==> src/rtl/imem_loader_pkg.sv <==
// -----------------------------------------------------------------------------
// imem_loader_pkg
// Shared constants, state encoding and helper functions for the instruction
// memory loader.
//   state_t        : loader FSM states (CHK always present in the encoding)
//   ST_*           : 3-bit constants derived from state_t, used for the state
//                    register so that legacy tools see plain vectors
//   BYTES_PER_WORD : bytes assembled into one 32-bit imem word
//   LEN_BYTES      : bytes in the little-endian word-count header
// -----------------------------------------------------------------------------
package imem_loader_pkg;

  localparam int BYTES_PER_WORD = 4;
  localparam int LEN_BYTES      = 2;

  typedef enum logic [2:0] {
    IDLE   = 3'd0,
    LEN_LO = 3'd1,
    LEN_HI = 3'd2,
    DATA   = 3'd3,
    CHK    = 3'd4,
    DONE   = 3'd5
  } state_t;

  localparam logic [2:0] ST_IDLE   = 3'(IDLE);
  localparam logic [2:0] ST_LEN_LO = 3'(LEN_LO);
  localparam logic [2:0] ST_LEN_HI = 3'(LEN_HI);
  localparam logic [2:0] ST_DATA   = 3'(DATA);
  localparam logic [2:0] ST_CHK    = 3'(CHK);
  localparam logic [2:0] ST_DONE   = 3'(DONE);

  // True for every state in which a load is in progress and bytes are taken.
  function automatic logic st_loading(input logic [2:0] s);
    logic r;
    case (s)
      ST_LEN_LO, ST_LEN_HI, ST_DATA, ST_CHK: r = 1'b1;
      default:                               r = 1'b0;
    endcase
    return r;
  endfunction

endpackage

==> src/rtl/imem_loader_if.sv <==
// -----------------------------------------------------------------------------
// imem_loader_if
// Byte-stream input channel plus imem write port of the loader.
//   in_valid/in_data/in_ready : host byte stream (transfer = in_valid & in_ready)
//   mem_we/mem_addr/mem_wdata : instruction-memory write port
// Modports:
//   slave  : the loader (consumes the stream, drives the write port)
//   master : the host / environment side
// -----------------------------------------------------------------------------
interface imem_loader_if #(
  parameter int ADDR_WIDTH = 8
);
  import imem_loader_pkg::*;

  logic                          in_valid;
  logic [7:0]                    in_data;
  logic                          in_ready;
  logic                          mem_we;
  logic [ADDR_WIDTH-1:0]         mem_addr;
  logic [8*BYTES_PER_WORD-1:0]   mem_wdata;

  modport slave (
    input  in_valid, in_data,
    output in_ready, mem_we, mem_addr, mem_wdata
  );

  modport master (
    output in_valid, in_data,
    input  in_ready, mem_we, mem_addr, mem_wdata
  );

endinterface

==> src/rtl/imem_loader_byte_packer.sv <==
// -----------------------------------------------------------------------------
// imem_loader_byte_packer
// Packs a little-endian byte stream into 32-bit words.
//   clk_i        : rising-edge clock
//   rst_i        : synchronous active-high reset
//   clr_i        : restart packing at byte 0 (new load)
//   byte_valid_i : byte_i is a data byte accepted this cycle
//   byte_i       : data byte
//   word_o       : assembled word, meaningful while word_valid_o is high
//   word_valid_o : pulses in the cycle the 4th byte of a word is accepted
// The first three bytes of a word are held in a 24-bit shift register; the
// fourth byte is combined directly so the parent can register the word on the
// same edge that accepts the byte.
// -----------------------------------------------------------------------------
module imem_loader_byte_packer (
  input  logic        clk_i,
  input  logic        rst_i,
  input  logic        clr_i,
  input  logic        byte_valid_i,
  input  logic [7:0]  byte_i,
  output logic [31:0] word_o,
  output logic        word_valid_o
);

  logic [1:0]  cnt_q;
  logic [23:0] sr_q;

  // Byte position counter and shift register; newest byte enters at the top.
  always_ff @(posedge clk_i) begin
    if (rst_i || clr_i) begin
      cnt_q <= 2'd0;
      sr_q  <= 24'd0;
    end else if (byte_valid_i) begin
      cnt_q <= cnt_q + 2'd1;
      sr_q  <= {byte_i, sr_q[23:8]};
    end else begin
      cnt_q <= cnt_q;
      sr_q  <= sr_q;
    end
  end

  assign word_valid_o = byte_valid_i && (cnt_q == 2'd3);
  assign word_o       = {byte_i, sr_q};

endmodule

==> src/rtl/imem_loader.sv <==
// -----------------------------------------------------------------------------
// imem_loader
// Writer side of the instruction memory. Receives a program image as a byte
// stream (LEN lo, LEN hi, then 4*LEN little-endian data bytes), writes it word
// by word into imem, and holds the core in reset until a complete, valid image
// has been written.
// Ports:
//   clk_i     : rising-edge clock
//   rst_i     : synchronous active-high reset (aborts any load in progress)
//   start_i   : one-cycle pulse, begins a load (honoured in IDLE/DONE only)
//   bus       : imem_loader_if.slave -- byte stream in, imem write port out
//   cpu_rst_o : core reset, low only in DONE without error
//   busy_o    : load in progress
//   done_o    : image load finished (held until next start or reset)
//   err_o     : image rejected (held until next start or reset)
// Configuration:
//   IMEM_LOADER_CHECKSUM_EN : when defined, one extra byte follows the data and
//   must equal the XOR of all data bytes; otherwise DONE follows the last data
//   byte directly.
// Words past the imem capacity are consumed but not written; the image is then
// rejected when the load completes.
// -----------------------------------------------------------------------------
module imem_loader #(
  parameter int WIDTH      = 32,
  parameter int ADDR_WIDTH = 8
) (
  input  logic            clk_i,
  input  logic            rst_i,
  input  logic            start_i,
  imem_loader_if.slave    bus,
  output logic            cpu_rst_o,
  output logic            busy_o,
  output logic            done_o,
  output logic            err_o
);
  import imem_loader_pkg::*;

  localparam int          WA    = ADDR_WIDTH - 2;
  localparam logic [31:0] DEPTH = 32'd1 << WA;

  logic [2:0]            state_q,    state_d;
  logic [15:0]           len_q,      len_d;
  logic [15:0]           word_cnt_q, word_cnt_d;
  logic                  ovf_q,      ovf_d;
  logic [7:0]            csum_q,     csum_d;
  logic                  in_ready_q, in_ready_d;
  logic                  mem_we_q,   mem_we_d;
  logic [ADDR_WIDTH-1:0] mem_addr_q, mem_addr_d;
  logic [WIDTH-1:0]      mem_wdata_q, mem_wdata_d;
  logic                  cpu_rst_q,  cpu_rst_d;
  logic                  busy_q,     busy_d;
  logic                  done_q,     done_d;
  logic                  err_q,      err_d;

  logic                  xfer;
  logic                  start_ok;
  logic                  pk_valid;
  logic [31:0]           pk_word;
  logic                  word_fits;
  logic                  last_word;

  assign xfer      = bus.in_valid && in_ready_q;
  assign start_ok  = start_i && ((state_q == ST_IDLE) || (state_q == ST_DONE));
  assign word_fits = 32'(word_cnt_q) < DEPTH;
  assign last_word = (word_cnt_q == (len_q - 16'd1));

  imem_loader_byte_packer u_packer (
    .clk_i        (clk_i),
    .rst_i        (rst_i),
    .clr_i        (start_ok),
    .byte_valid_i (xfer && (state_q == ST_DATA)),
    .byte_i       (bus.in_data),
    .word_o       (pk_word),
    .word_valid_o (pk_valid)
  );

  // Next-state, counters, checksum and next values of all output registers.
  always_comb begin
    state_d     = state_q;
    len_d       = len_q;
    word_cnt_d  = word_cnt_q;
    ovf_d       = ovf_q;
    csum_d      = csum_q;
    err_d       = err_q;
    mem_we_d    = 1'b0;
    mem_addr_d  = mem_addr_q;
    mem_wdata_d = mem_wdata_q;

    if (start_ok) begin
      state_d    = ST_LEN_LO;
      len_d      = 16'd0;
      word_cnt_d = 16'd0;
      ovf_d      = 1'b0;
      csum_d     = 8'd0;
      err_d      = 1'b0;
    end else begin
      case (state_q)
        ST_LEN_LO: begin
          if (xfer) begin
            len_d   = {len_q[15:8], bus.in_data};
            state_d = ST_LEN_HI;
          end else begin
            state_d = ST_LEN_LO;
          end
        end
        ST_LEN_HI: begin
          if (xfer) begin
            len_d = {bus.in_data, len_q[7:0]};
            if ({bus.in_data, len_q[7:0]} == 16'd0) begin
`ifdef IMEM_LOADER_CHECKSUM_EN
              state_d = ST_CHK;
`else
              state_d = ST_DONE;
              err_d   = 1'b0;
`endif
            end else begin
              state_d = ST_DATA;
            end
          end else begin
            state_d = ST_LEN_HI;
          end
        end
        ST_DATA: begin
          if (xfer) begin
            csum_d = csum_q ^ bus.in_data;
          end else begin
            csum_d = csum_q;
          end
          if (pk_valid) begin
            word_cnt_d = word_cnt_q + 16'd1;
            // Out-of-range words are swallowed so mem_addr never wraps.
            if (word_fits) begin
              mem_we_d    = 1'b1;
              mem_addr_d  = {word_cnt_q[WA-1:0], 2'b00};
              mem_wdata_d = pk_word;
            end else begin
              ovf_d = 1'b1;
            end
            if (last_word) begin
`ifdef IMEM_LOADER_CHECKSUM_EN
              state_d = ST_CHK;
`else
              state_d = ST_DONE;
              err_d   = ovf_d;
`endif
            end else begin
              state_d = ST_DATA;
            end
          end else begin
            state_d = ST_DATA;
          end
        end
        ST_CHK: begin
          if (xfer) begin
            state_d = ST_DONE;
            err_d   = ovf_q || (bus.in_data != csum_q);
          end else begin
            state_d = ST_CHK;
          end
        end
        ST_IDLE: begin
          state_d = ST_IDLE;
        end
        ST_DONE: begin
          state_d = ST_DONE;
        end
        default: begin
          state_d = ST_IDLE;
        end
      endcase
    end

    // Status outputs follow the state being entered so they are registered
    // together with it.
    in_ready_d = st_loading(state_d);
    busy_d     = st_loading(state_d);
    done_d     = (state_d == ST_DONE);
    cpu_rst_d  = !done_d || err_d;
  end

  // State and output registers with synchronous reset.
  always_ff @(posedge clk_i) begin
    if (rst_i) begin
      state_q     <= ST_IDLE;
      len_q       <= 16'd0;
      word_cnt_q  <= 16'd0;
      ovf_q       <= 1'b0;
      csum_q      <= 8'd0;
      in_ready_q  <= 1'b0;
      mem_we_q    <= 1'b0;
      mem_addr_q  <= '0;
      mem_wdata_q <= '0;
      cpu_rst_q   <= 1'b1;
      busy_q      <= 1'b0;
      done_q      <= 1'b0;
      err_q       <= 1'b0;
    end else begin
      state_q     <= state_d;
      len_q       <= len_d;
      word_cnt_q  <= word_cnt_d;
      ovf_q       <= ovf_d;
      csum_q      <= csum_d;
      in_ready_q  <= in_ready_d;
      mem_we_q    <= mem_we_d;
      mem_addr_q  <= mem_addr_d;
      mem_wdata_q <= mem_wdata_d;
      cpu_rst_q   <= cpu_rst_d;
      busy_q      <= busy_d;
      done_q      <= done_d;
      err_q       <= err_d;
    end
  end

  assign bus.in_ready  = in_ready_q;
  assign bus.mem_we    = mem_we_q;
  assign bus.mem_addr  = mem_addr_q;
  assign bus.mem_wdata = mem_wdata_q;
  assign cpu_rst_o     = cpu_rst_q;
  assign busy_o        = busy_q;
  assign done_o        = done_q;
  assign err_o         = err_q;

endmodule

==> src/flat_wrapper.sv <==
// flat-port wrapper written by rule: the top's interface ports become plain ports
module imem_loader_flat import imem_loader_pkg::*;
#(
  parameter int WIDTH      = 32,
  parameter int ADDR_WIDTH = 8
)
  (clk_i, rst_i, start_i, cpu_rst_o, busy_o, done_o, err_o, bus_in_valid, bus_in_data, bus_in_ready, bus_mem_we, bus_mem_addr, bus_mem_wdata);
  imem_loader_if #(.ADDR_WIDTH(ADDR_WIDTH)) bus_i ();
  input  logic clk_i;
  input  logic rst_i;
  input  logic start_i;
  output logic cpu_rst_o;
  output logic busy_o;
  output logic done_o;
  output logic err_o;
  input wire logic [$bits(bus_i.in_valid)-1:0] bus_in_valid;
  input wire logic [$bits(bus_i.in_data)-1:0] bus_in_data;
  output wire logic [$bits(bus_i.in_ready)-1:0] bus_in_ready;
  output wire logic [$bits(bus_i.mem_we)-1:0] bus_mem_we;
  output wire logic [$bits(bus_i.mem_addr)-1:0] bus_mem_addr;
  output wire logic [$bits(bus_i.mem_wdata)-1:0] bus_mem_wdata;
  assign bus_i.in_valid = bus_in_valid;
  assign bus_i.in_data = bus_in_data;
  assign bus_in_ready = bus_i.in_ready;
  assign bus_mem_we = bus_i.mem_we;
  assign bus_mem_addr = bus_i.mem_addr;
  assign bus_mem_wdata = bus_i.mem_wdata;
  imem_loader #(.WIDTH(WIDTH), .ADDR_WIDTH(ADDR_WIDTH)) u_core (.clk_i(clk_i), .rst_i(rst_i), .start_i(start_i), .bus(bus_i), .cpu_rst_o(cpu_rst_o), .busy_o(busy_o), .done_o(done_o), .err_o(err_o));
endmodule
==> config.mk <==
export PLATFORM = sky130hd
export DESIGN_NAME = imem_loader_flat
export DESIGN_NICKNAME = d
export VERILOG_FILES = /design/src/rtl/imem_loader_pkg.sv /design/src/rtl/imem_loader_if.sv /design/src/rtl/imem_loader_byte_packer.sv /design/src/rtl/imem_loader.sv /design/src/flat_wrapper.sv
export SDC_FILE = /design/constraint.sdc
export NUM_CORES = 1
export LEC_CHECK = 0
export CAP_MARGIN = 5
export CORE_ASPECT_RATIO = 0.8
export CORE_MARGIN = 4
export CORE_UTILIZATION = 51
export DETAILED_ROUTE_END_ITERATION = 8
export PLACE_DENSITY = 0.76
export SYNTH_ARGS = -nofsm -noshare
export SYNTH_HDL_FRONTEND = slang
export SYNTH_HIERARCHICAL = 1
export SYNTH_SLANG_ARGS = --single-unit
==> constraint.sdc <==
create_clock -name clk_i -period 3.4 [get_ports clk_i]
set_input_delay 0.34 -clock clk_i [delete_from_list [all_inputs] [get_ports clk_i]]
set_output_delay 0.34 -clock clk_i [all_outputs]
set_load 0.005 [all_outputs]
==> impl_metrics.env, run 1 <==
export IMPL_avgRoutedWirePerCell_microns=15.88
export IMPL_number_of_drc_markers_after_the_initial_detailed_route_iteration=318
export IMPL_ctsLongestPathBuffers=2
export IMPL_worst_endpoint_arrival_ns=3.23
export IMPL_wire_length_of_the_first_global_routing_pass_microns=20840
export IMPL_synth_distinct_cells=63
export IMPL_number_of_warning_messages_in_the_yosys_log=6
export IMPL_final_cycle_share_pct=86.98
export IMPL_grt_ovfl_total=0
export IMPL_max_stage_delay_ns=0.51
export IMPL_dr_pass1_iters=5
export IMPL_insertedDiodeCount=0
export IMPL_power_per_cell_area_nw_per_um2=516.8
export IMPL_finalCriticalPeriod_ns=2.957
export IMPL_cp_buffers_inverters=1
export IMPL_globalRouteTotalUtil_pct=21.77
export IMPL_p_switching_uw=644.1
export IMPL_tritoncts="built"
export IMPL_min_path_type="reg -> reg"
export IMPL_initial_antenna_violation_count=0
export IMPL_syn_area_sq_um=5171
export IMPL_dp_hpwl_microns=8782
export IMPL_die_h_microns=98.07
export IMPL_grt_setup_unrepaired="no"
export IMPL_synth_ff_type="dfxtp_1"
export IMPL_cts_hold_buf=0
export IMPL_flow_area_growth_from_synthesis_pct=21.97
export IMPL_die_width_microns=120.6
export IMPL_postCtsSetupBuffers=0
export IMPL_drt_wl_total_microns=12740
export IMPL_postLayoutCellArea_sq_um=6307
export IMPL_post_synth_inst_count=617
export IMPL_synth_ff_latch_count=113
export IMPL_cp_start_kind="register"
export IMPL_grt_pass1_vias=4276
export IMPL_top_level_ports=58
export IMPL_vias_per_cell=5.646
export IMPL_clkPwrFrac_pct=55.2
export IMPL_p_int_mw=2.615
export IMPL_postRouteAntennaNets=0
export IMPL_slew_headroom_pct=36.48
export IMPL_crit_chain="inv_1 > or2_2 > nor2_4 > and2_1 > and4b_1 > nand4_1 > nor2_1 > and2_1 > nand4_1 > xor2_1 > nor2_1"
export IMPL_status="completed"
export IMPL_largest_net_degree_at_the_start_of_global_routing=41
export IMPL_dpl_cell_area_sq_um=5702
export IMPL_totalNegativeSetupSlack_ns=0
export IMPL_clock_tree_htree_level_count=4
export IMPL_power_frac_seq_pct=41.0
export IMPL_synth_async_sr_flop_share_pct=0
export IMPL_worst_skew_pair_late_latency_ns=0.40
export IMPL_core_area_sq_um=9769
export IMPL_share_comb_of_total_power_pct=3.8
export IMPL_floorplan_die_area_sq_um=11820
export IMPL_leakage_nw=2.153
export IMPL_start_util_pct=52.93
export IMPL_required_ns=3.67
export IMPL_detail_route_drc_violations=0
export IMPL_fmax_mhz=338.2
export IMPL_hold_violations=0
export IMPL_worst_setup_hold_path_clk_slew_ns=0.05
export IMPL_timing_critical_path_max_delay_family="simple AND/OR/NAND/NOR gates"
export IMPL_synth_enable_flop_cells=0
export IMPL_power_share_switching_pct=19.76
export IMPL_crit_path_max_fanout=9
export IMPL_criticalPathCategory="reg -> reg"
export IMPL_post_synth_cell_area_avg_sq_um=8.381
export IMPL_timing_worst_slew_pin_value_ns=0.9528
export IMPL_worst_clock_skew_ns=0.008372
export IMPL_numPortBuffers=55
export IMPL_critical_path_slowest_cell="dfxtp_1"
export IMPL_place_gp_congestion=0.9031
export IMPL_setup_violations_final=0
export IMPL_max_cap_violations=0
export IMPL_vias=4528
export IMPL_std_cell_rows=32
export IMPL_ctsRootBufferMaster="clkbuf_16"
export IMPL_synth_seq_area_share_pct=43.75
export IMPL_clock_sink_count=113
export IMPL_numCtsBuffers=17
export IMPL_nNetsFinal=671
export IMPL_vdd_ir_drop_worst_v=0.0003442
export IMPL_drive_gt1_share_pct=7.658
export IMPL_setup_worst_path_end_class="register"
export IMPL_cts_repair_resized=0
export IMPL_maxSlewViolCount=0
synthesized netlist by cell type, types with 3 or more instances:
master | count | area [sq um]
or3_1 | 6 | 37.54
o21ai_0 | 17 | 85.08
xor2_1 | 24 | 210.2
nor4_1 | 6 | 37.54
nor3_1 | 8 | 40.04
mux2i_1 | 26 | 260.3
and3_1 | 5 | 31.28
xnor2_1 | 25 | 219.0
a21oi_1 | 63 | 315.3
or2_2 | 3 | 18.77
o211ai_1 | 3 | 22.52
buf_6 | 5 | 56.30
ha_1 | 4 | 50.05
nand3_1 | 12 | 60.06
and2_1 | 3 | 18.77
nor2b_1 | 6 | 37.54
nand2_1 | 110 | 412.9
dfxtp_1 | 113 | 2262
inv_1 | 7 | 26.28
nand2b_1 | 5 | 31.28
nand4_1 | 11 | 68.82
buf_4 | 11 | 82.58
clkbuf_1 | 27 | 101.4
nor2_1 | 73 | 274.0
power groups by stage:
| stage | Sequential (mW) | Clock (mW) | Combinational (mW) |
|---|---|---|---|
| floorplan | 1.36 | 0 | 0.0903 |
| global placement | 1.36 | 0 | 0.118 |
| detailed placement | 1.36 | 0 | 0.121 |
| CTS | 1.34 | 1.82 | 0.122 |
| global route | 1.34 | 1.88 | 0.135 |
| finish | 1.34 | 1.80 | 0.124 |
registers in the layout (all words and copies together) (netlist names):
name and cells:
u_core/cpu_rst_o 1, u_core/bus.mem_addr 6, u_core/busy_o 1, u_core/bus.mem_wdata 32
u_core/state_q 3, u_core/u_packer/cnt_q 2, u_core/len_q 16, u_core/word_cnt_q 16
u_core/bus.mem_we 1, u_core/done_o 1, u_core/u_packer/sr_q 24, u_core/csum_q 8
u_core/ovf_q 1, u_core/err_o 1
worst paths after layout:
check                                from                 endpoint  slack [ns]  cells after the start
setup / recovery        u_core/state_q[1]    u_core/word_cnt_q[15]        0.44                     11
hold / removal    u_core/bus.mem_wdata[5]  u_core/bus.mem_wdata[5]        0.45                      2
setup reg to reg        u_core/state_q[1]    u_core/word_cnt_q[15]        0.44                     11
hold reg to reg   u_core/bus.mem_wdata[5]  u_core/bus.mem_wdata[5]        0.45                      2
per-layer routing:
| metal | global-route usage (%) | vias up | routed length (microns) |
|---|---|---|---|
| li1 | - | 2163 | - |
| met1 | 29.16 | 2164 | 5828 |
| met4 | 5.226 | 0 | 130 |
| met2 | 34.35 | 180 | 5895 |
| met5 | 0 | - | 0 |
| met3 | 6.948 | 21 | 881 |
worst min-delay path: cells and delay by family, from the launching register on:
family,cells,cell delay [ns]
AO/OA/AOI/OAI,1,0.05
AND/OR/NAND/NOR,1,0.05
flip-flops,1,0.30
through the flow:
stage / total power, mW / cells / hold WS, ns / utilization [%] / setup WS (ns)
2_1_floorplan: 1.450 / 618 / 0.4312 / - / 0.1055
3_3_place_gp: 1.481 / 772 / 0.4431 / 58.36 / 0.4951
3_5_place_dp: 1.484 / 772 / 0.4493 / 58.36 / 0.3884
4_1_cts: 3.278 / 802 / 0.4560 / 64.56 / 0.4863
5_1_grt: 3.355 / 802 / 0.4752 / 64.56 / 0.1969
6_report: 3.260 / 802 / 0.4520 / 64.56 / 0.4428
cell usage in the layout (no fill, tap or decap), types with 8 or more instances in the layout:
cell	netlist	final
dfxtp_1	113	113
nand2_1	110	110
nor2_1	73	72
a21oi_1	63	63
clkdlybuf4s50_1	0	55
mux2i_1	26	26
xnor2_1	25	25
xor2_1	24	24
clkbuf_16	0	17
o21ai_0	17	17
nand3_1	12	12
nand4_1	11	11
buf_4	11	10
nor3_1	8	8
cells by family after synthesis:
logic type,synth area share [%]
AO/OA/AOI/OAI,11.76
XOR/XNOR,8.299
adder cells (fa/ha/maj),0.9679
buffers and inverters,5.904
flip-flops,43.75
multiplexers,5.250
other,0.07252
AND/OR/NAND/NOR,24.00
cell type report:
type,count,area [sq um]
fillers,826,3462
multi-input cells,451,2618
flip-flops and latches,113,2262
repair buffers,65,625.6
clock buffers,25,505.5
well taps,136,170.2
clock inverters,5,100.1
inverters,7,26.28
Note: power is estimated with default switching activity, not from simulation.
==> inputs of run 2 (changes only) <==
- CORE_ASPECT_RATIO: 0.8 -> not set
- PLACE_DENSITY: 0.76 -> 0.79
==> run 2 against run 1 <==
Compared with the run above: clock skew shrank 0.00052 ns; non-clock buffer count grew 2; combinational power is essentially flat; utilization grew 0.091 points; via count shrank 0.73%; sequential share of layout area shrank 0.23 points; critical path depth is the same; maximum frequency is essentially flat; sequential cell count is the same; largest power group unchanged; first-iteration DRC count grew 42%; critical endpoint unchanged; routed wire length grew 2.8%.
==> impl_metrics.env, run 2 (synthesis results as in run 1) <==
export IMPL_status="completed"
export IMPL_drive_gt1_share_pct=8.507
export IMPL_drt_wl_total_microns=13090
export IMPL_vdd_ir_drop_worst_v=0.0003786
export IMPL_globalRouteTotalUtil_pct=23.61
export IMPL_cp_buffers_inverters=0
export IMPL_cts_hold_buf=0
export IMPL_final_cycle_share_pct=87.05
export IMPL_power_share_switching_pct=21.43
export IMPL_wire_length_of_the_first_global_routing_pass_microns=21620
export IMPL_worst_endpoint_arrival_ns=3.35
export IMPL_start_util_pct=52.66
export IMPL_cts_repair_resized=0
export IMPL_crit_chain="nand2b_1 > or2_2 > nor2_4 > and2_1 > and4b_1 > nand4_1 > nor2_1 > and2_1 > nand4_1 > xor2_1 > nor2_1"
export IMPL_max_cap_violations=0
export IMPL_clkPwrFrac_pct=56.3
export IMPL_totalNegativeSetupSlack_ns=0
export IMPL_avgRoutedWirePerCell_microns=16.31
export IMPL_criticalPathCategory="reg -> reg"
export IMPL_postRouteAntennaNets=0
export IMPL_tritoncts="built"
export IMPL_dpl_cell_count=771
export IMPL_postCtsSetupBuffers=0
export IMPL_grt_ovfl_total=0
export IMPL_die_width_microns=108.7
export IMPL_top_level_ports=58
export IMPL_required_ns=3.79
export IMPL_flow_area_growth_from_synthesis_pct=22.77
export IMPL_share_comb_of_total_power_pct=3.8
export IMPL_vias=4495
export IMPL_power_per_cell_area_nw_per_um2=527.2
export IMPL_std_cell_rows=36
export IMPL_post_route_worst_setup_slack_ns=0.4403
export IMPL_largest_register_ff_count=32
export IMPL_p_int_mw=2.629
export IMPL_timing_worst_slew_pin_value_ns=0.8840
export IMPL_critical_path_slowest_cell="dfxtp_1"
export IMPL_instances_no_fill=803
export IMPL_fmax_mhz=337.9
export IMPL_initial_antenna_violation_count=0
export IMPL_ctsRootBufferMaster="clkbuf_8"
export IMPL_cp_start_kind="register"
export IMPL_p_switching_uw=717.4
export IMPL_power_frac_seq_pct=39.9
export IMPL_floorplan_die_area_sq_um=11810
export IMPL_most_common_cell_after_layout_fill_and_taps_aside="dfxtp_1"
export IMPL_insertedDiodeCount=0
export IMPL_crit_path_max_fanout=10
export IMPL_min_path_type="reg -> reg"
export IMPL_number_of_drc_markers_after_the_initial_detailed_route_iteration=450
export IMPL_numPortBuffers=55
export IMPL_place_gp_congestion=0.9187
export IMPL_grt_setup_unrepaired="no"
export IMPL_clock_tree_htree_level_count=4
export IMPL_maxSlewViolCount=0
export IMPL_fin_hold_ws_ns=0.4540
export IMPL_setup_worst_path_end_class="register"
export IMPL_report_power_total_mw=3.347
export IMPL_core_area_sq_um=9819
export IMPL_leakage_nw=2.161
export IMPL_setup_violations_final=0
export IMPL_ctsLongestPathBuffers=2
export IMPL_slew_headroom_pct=41.06
export IMPL_grt_pass1_vias=4459
export IMPL_timing_critical_path_max_delay_family="simple AND/OR/NAND/NOR gates"
export IMPL_hold_violations=0
export IMPL_finalCriticalPeriod_ns=2.960
export IMPL_layout_common_cells="dfxtp_1, nand2_1, nor2_1"
export IMPL_max_stage_delay_ns=0.52
export IMPL_die_h_microns=108.7
export IMPL_clock_sink_count=113
export IMPL_detail_route_drc_violations=0
export IMPL_worst_setup_hold_path_clk_slew_ns=0.06
export IMPL_dp_hpwl_microns=8766
export IMPL_worst_clock_skew_ns=0.007849
export IMPL_dr_pass1_iters=6
export IMPL_worst_skew_pair_late_latency_ns=0.53
export IMPL_dp_worst_setup_slack_ns=0.5243
export IMPL_vias_per_cell=5.598
export IMPL_r2r_setup_slack_ns=0.44
export IMPL_largest_net_degree_at_the_start_of_global_routing=40
export IMPL_nNetsFinal=673
export IMPL_numCtsBuffers=17
-- run 2: final timing paths --
| kind | start | end | cells after the start |
|---|---|---|---|
| max reg2reg | u_core/state_q[0] | u_core/word_cnt_q[15] | 11 |
| min reg2reg | u_core/bus.mem_addr[4] | u_core/bus.mem_addr[4] | 2 |
| max | u_core/state_q[0] | u_core/word_cnt_q[15] | 11 |
| min | u_core/bus.mem_addr[4] | u_core/bus.mem_addr[4] | 2 |
-- run 2: cell type report --
class	instances	area, sq um
fillers	842	3471
multi-input cells	451	2618
flip-flops and latches	113	2262
repair buffers	67	640.6
clock buffers	21	459.2
clock inverters	11	176.4
well taps	133	166.4
inverters	7	26.28
-- run 2: worst reg2reg max path: cells and delay by family (launching register included) --
kind / cells / cell delay (ns)
AND/OR/NAND/NOR: 10 / 2.11
flip-flops: 1 / 0.52
XOR/XNOR: 1 / 0.20
-- run 2: per-layer routing --
layer / share of wire, % / global-route usage (%)
met3: 6.1 / 6.335
met4: 2.1 / 9.919
met1: 43 / 28.85
met2: 48 / 39.32
met5: 0 / 0
-- run 2: stage by stage --
| stage | area, sq um | utilization [%] |
|---|---|---|
| after global routing | 6349 | 64.65 |
| final | 6349 | 64.65 |
| after CTS | 6349 | 64.65 |
| after floorplan | 5177 | - |
| after global placement | 5713 | 58.18 |
| after detailed placement | 5713 | 58.18 |
-- run 2: power by group through the flow --
stage          Combinational, mW  Sequential (mW)  Clock, mW
6_report                   0.126             1.34       1.89
2_1_floorplan             0.0903             1.36          0
3_3_place_gp               0.121             1.36          0
4_1_cts                    0.124             1.34       1.90
5_1_grt                    0.135             1.34       1.97
3_5_place_dp               0.123             1.36          0
